**config.mk**
```make
export PLATFORM = sky130hd
export DESIGN_NAME = cmd_queue
export DESIGN_NICKNAME = d
export VERILOG_FILES = /design/src/rtl/cmd_queue.sv
export SDC_FILE = /design/constraint.sdc
export NUM_CORES = 1
export LEC_CHECK = 0
export BUFFER_PORTS_ARGS = -buffer_cell sky130_fd_sc_hd__buf_2
export CAP_MARGIN = 20
export CELL_PAD_IN_SITES_DETAIL_PLACEMENT = 2
export CELL_PAD_IN_SITES_GLOBAL_PLACEMENT = 2
export CORE_MARGIN = 1
export CORE_UTILIZATION = 30
export CTS_CLUSTER_SIZE = 30
export DETAILED_ROUTE_END_ITERATION = 12
export PLACE_DENSITY_LB_ADDON = 0.1
export SLEW_MARGIN = 20
export SYNTH_ARGS = -nofsm -noshare
export SYNTH_HDL_FRONTEND = slang
export SYNTH_SLANG_ARGS = --single-unit
```
**constraint.sdc**
```tcl
create_clock -name clk -period 12.8 [get_ports clk]
set_clock_uncertainty 0.2 [all_clocks]
set_input_delay 2.56 -clock clk [delete_from_list [all_inputs] [get_ports clk]]
set_output_delay 2.56 -clock clk [all_outputs]
set_load 0.02 [all_outputs]
```
**src/rtl/cmd_queue.sv**
```systemverilog
// Host-to-command-processor word queue: DEPTH x 64 FIFO, first-word fall-through, one-cycle push-to-pop latency.
// Backpressure: host_ready drops when full, flushing or in reset; cmd side holds the head word until cmd_ready.
module cmd_queue #(
  parameter int DEPTH = 8,
  parameter int AW    = 3
) (
  input  logic          clk,
  input  logic          rst,
  input  logic          host_valid,
  input  logic [63:0]   host_data,
  output logic          host_ready,
  output logic          cmd_valid,
  output logic [63:0]   cmd_data,
  input  logic          cmd_ready,
  input  logic          halted,
  input  logic          flush,
  output logic [AW:0]   level,
  output logic [63:0]   issued_count
);

  typedef enum logic [1:0] {RUN, HALT, FLUSH} state_t;

  localparam logic [AW:0] FULL_LVL = (AW+1)'(DEPTH);

  state_t          state_q, state_d;
  logic [63:0]     mem_q [DEPTH];
  logic [AW-1:0]   wptr_q, wptr_d;
  logic [AW-1:0]   rptr_q, rptr_d;
  logic [AW:0]     level_q, level_d;
  logic [63:0]     issued_q, issued_d;
  logic            push, pop;

  assign host_ready   = !rst && (level_q != FULL_LVL) && !flush && (state_q != FLUSH);
  assign cmd_valid    = !rst && (level_q != '0) && (state_q == RUN);
  assign cmd_data     = mem_q[rptr_q];
  assign level        = level_q;
  assign issued_count = issued_q;

  // A pop offered in the flush cycle is discarded, so it never counts as issued.
  assign push = host_valid && host_ready;
  assign pop  = cmd_valid && cmd_ready && !flush;

  always_comb begin
    state_d  = state_q;
    wptr_d   = wptr_q;
    rptr_d   = rptr_q;
    level_d  = level_q;
    issued_d = issued_q;

    case (state_q)
      RUN:     if (flush) state_d = FLUSH; else if (halted) state_d = HALT;
      HALT:    if (flush) state_d = FLUSH; else if (!halted) state_d = RUN;
      FLUSH:   state_d = RUN;
      default: state_d = RUN;
    endcase

    if (flush) begin
      wptr_d  = '0;
      rptr_d  = '0;
      level_d = '0;
    end else begin
      if (push) wptr_d = wptr_q + AW'(1);
      if (pop) begin
        rptr_d   = rptr_q + AW'(1);
        issued_d = issued_q + 64'd1;
      end
      case ({push, pop})
        2'b10:   level_d = level_q + (AW+1)'(1);
        2'b01:   level_d = level_q - (AW+1)'(1);
        default: level_d = level_q;
      endcase
    end
  end

  always_ff @(posedge clk) begin
    if (rst) begin
      state_q  <= RUN;
      wptr_q   <= '0;
      rptr_q   <= '0;
      level_q  <= '0;
      issued_q <= '0;
    end else begin
      state_q  <= state_d;
      wptr_q   <= wptr_d;
      rptr_q   <= rptr_d;
      level_q  <= level_d;
      issued_q <= issued_d;
    end
  end

  // Storage is not reset; push is already blocked during reset via host_ready.
  always_ff @(posedge clk) begin
    if (push) mem_q[wptr_q] <= host_data;
  end

endmodule

```
==> flow_summary_export.csv <==
group,metric,value,unit
logic_synthesis,synth-edff-count,512,
logic_synthesis,syn_avg_cell_area,19.1,µm²
min_path,hold_depth,2,
placement,dpl.cell_count,2408,
floorplan,floorplan.initialDensity,0.303,
cts,clock_sinks,591,
power,total_power,0.00408,W
critical_path,required,10.04,ns
floorplan,die_x,279,µm
route,drc,0,
global_routing,grt_pass1_vias,13856,
global_routing,grt_first_pass_wirelength,90200,µm
finish,layout.cells.non_filler,2537,
timing,period_share,0.520,
placement,place_hpwl,35600,µm
timing,rsz0062_at_grt,"false",
logic_synthesis,synth-seq-cells,591,
cts,h-tree-depth,3,
route,vias_per_cell,4.83,
finish,final_nets,1527,
finish,final_cell_mix,"edfxtp_1 (512), buf_2 (203), mux4_2 (128)",
route,wl_per_cell,23.7,µm
logic_synthesis,synth-async-reset-ratio,0,
timing,finalHoldViolCount,0,
route,vias,12249,
route,ant_nets,0,
critical_path,critPathSlowestCell,"a221oi_1",
logic_synthesis,synth_compound_area_frac,0.0193,
finish,area_delta_synth_final,19.6,%
logic_synthesis,yosysWarnings,0,
timing,drv_slew,0,
cts,clock_latency,0.60,ns
logic_synthesis,netlist_top_cells_area,"edfxtp_1 (67%), mux4_2 (13%), dfxtp_1 (6.9%)",
finish,layout-drive-gt1-share,0.352,
logic_synthesis,synthAdderAreaFrac,0.00326,
floorplan,dieArea,77900,µm²
route,drt_iter0_drc,574,
global_routing,antenna_found_initial,6,
route,first_pass_iters,4,
global_routing,grt_util_all_layers,0.156,
logic_synthesis,yosysSeqAreaShare,0.736,
global_routing,grt_max_degree,65,
critical_path,crit_path_max_fanout,12,
critical_path,critPathMaxStageDelay,0.51,ns
timing,holdWs,0.290,ns
cts,clk_pin_slew,0.05,ns
power,peakVddDrop,0.0000708,V
logic_synthesis,synth_mux_area_frac,0.158,
timing,worst_pin_slew,1.02,ns
critical_path,cp_cell_sequence,"buf_2 -> or2_2 -> a221oi_1 -> buf_2",
floorplan,rows,101,
cts,cts_inserted_buffers,70,
global_routing,overflow,0,
timing,setup_viol,0,
cts,cts_tree,"done",
logic_synthesis,synth_area,23000,µm²
power,power_density,148,nW/µm²
floorplan,core,75900,µm²
critical_path,crit_top_cell,"buf_2",
critical_path,cp-start-kind,"primary input",
route,wl,60100,µm
placement,gp_congestion,0.700,
floorplan,io_pins,204,
logic_synthesis,synthFlopType,"edfxtp_1",
critical_path,arrival,3.90,ns
cts,cts-root-buf,"clkbuf_16",
timing,tns,0,ns
logic_synthesis,ys_types,47,
critical_path,critPathCaptureType,"output pin",
placement,place_area,25300,µm²
power,p_leak,8.78,nW
critical_path,criticalPathCategory,"primary input to output pin",
logic_synthesis,synth_fp_nets,1282,
floorplan,dieHeight,279,µm
logic_synthesis,synth_top_family_by_area,"multiplexers",
run,cap_violations,0,
timing,min_period,6.66,ns
cts,clockBufferDepth,3,
status,status,"complete, no violations",
logic_synthesis,yosysTopAreaCellShare,0.667,
min_path,hp-class,"register to register",
cts,cts_setup_buffers,0,
finish,fillers,7451,
finish,fin_area,27600,µm²
critical_path,r2r_cells,6,
logic_synthesis,synth_simple_gate_area_frac,0.0600,
timing,timing.fmax,150,MHz
placement,io_buffers,203,
logic_synthesis,synth_xor_area_frac,0.0129,
finish,final_common_cell,"edfxtp_1",
logic_synthesis,yosysTopAreaCell,"edfxtp_1",
timing,relSlewSlack,0.318,
cts,hold_buffers,0,
logic_synthesis,synthCells,1206,
cts,cts_resized,0,
[through the flow]
stage / utilization / worst slack (ns)
floorplan: - / 3.07
global placement: 0.334 / 6.05
detailed placement: 0.334 / 5.98
CTS: 0.363 / 6.11
global route: 0.363 / 6.08
finish: 0.363 / 6.14
[area by class of cell]
cell class / instances / area [µm²] / area share
Multi-Input combinational cell: 555 / 5890 / 0.214
Sequential cell: 591 / 17000 / 0.616
Clock buffer: 86 / 1850 / 0.0673
Antenna cell: 2 / 5.00 / 0.000182
Clock inverter: 40 / 344 / 0.0125
Tap cell: 1030 / 1290 / 0.0468
Inverter: 10 / 37.5 / 0.00136
Timing Repair Buffer: 223 / 1170 / 0.0425
[registers in the layout, summed over array words and instances, names as in the netlist, named ones only]
| name | cells |
|---|---|
| mem_q | 512 |
| wptr_q | 3 |
| level | 4 |
| state_q | 2 |
| rptr_q | 3 |
| issued_count | 64 |
[logic make-up after synthesis]
logic type	after synthesis
AOI/OAI and AO/OA	78
xor gates and xnor gates	34
adders and majority gates	6
buffers and inverters	60
DFF	591
muxes	196
and+or+nand+nor	241
[final timing paths]
kind | start | endpoint | slack, ns
setup reg to reg | level[1] | mem_q[2][28] | 8.68
hold / removal | issued_count[57] | issued_count[57] | 0.29
hold reg to reg | issued_count[57] | issued_count[57] | 0.29
setup / recovery | rst | host_ready | 6.14
[worst max-delay path: cells and delay by family]
family	cells	cell delay [ns]
simple gates	1	0.41
buf+inv	2	0.42
compound gates	1	0.51
[routing by layer]
layer	track usage	wire length [µm]
met1	0.189	24900
met2	0.280	31500
met3	0.0367	2680
met4	0.0369	961
met5	0	64
[Yosys cell counts, drive strengths merged, types with 18 or more instances]
master / count
edfxtp: 512
mux4: 128
dfxtp: 79
mux2: 65
nor2: 47
a21oi: 35
nand4: 35
clkbuf: 32
nand3: 30
nand2: 29
xor2: 27
o21ai: 24
or3: 24
buf: 18
[report_power, final]
group	internal [W]	switching (W)
combinational	0.0000235	0.0000504
clock	0.00112	0.000793
sequential	0.00210	0.00000221
total	0.00324	0.000846
Power figures use the tool's default switching activity.
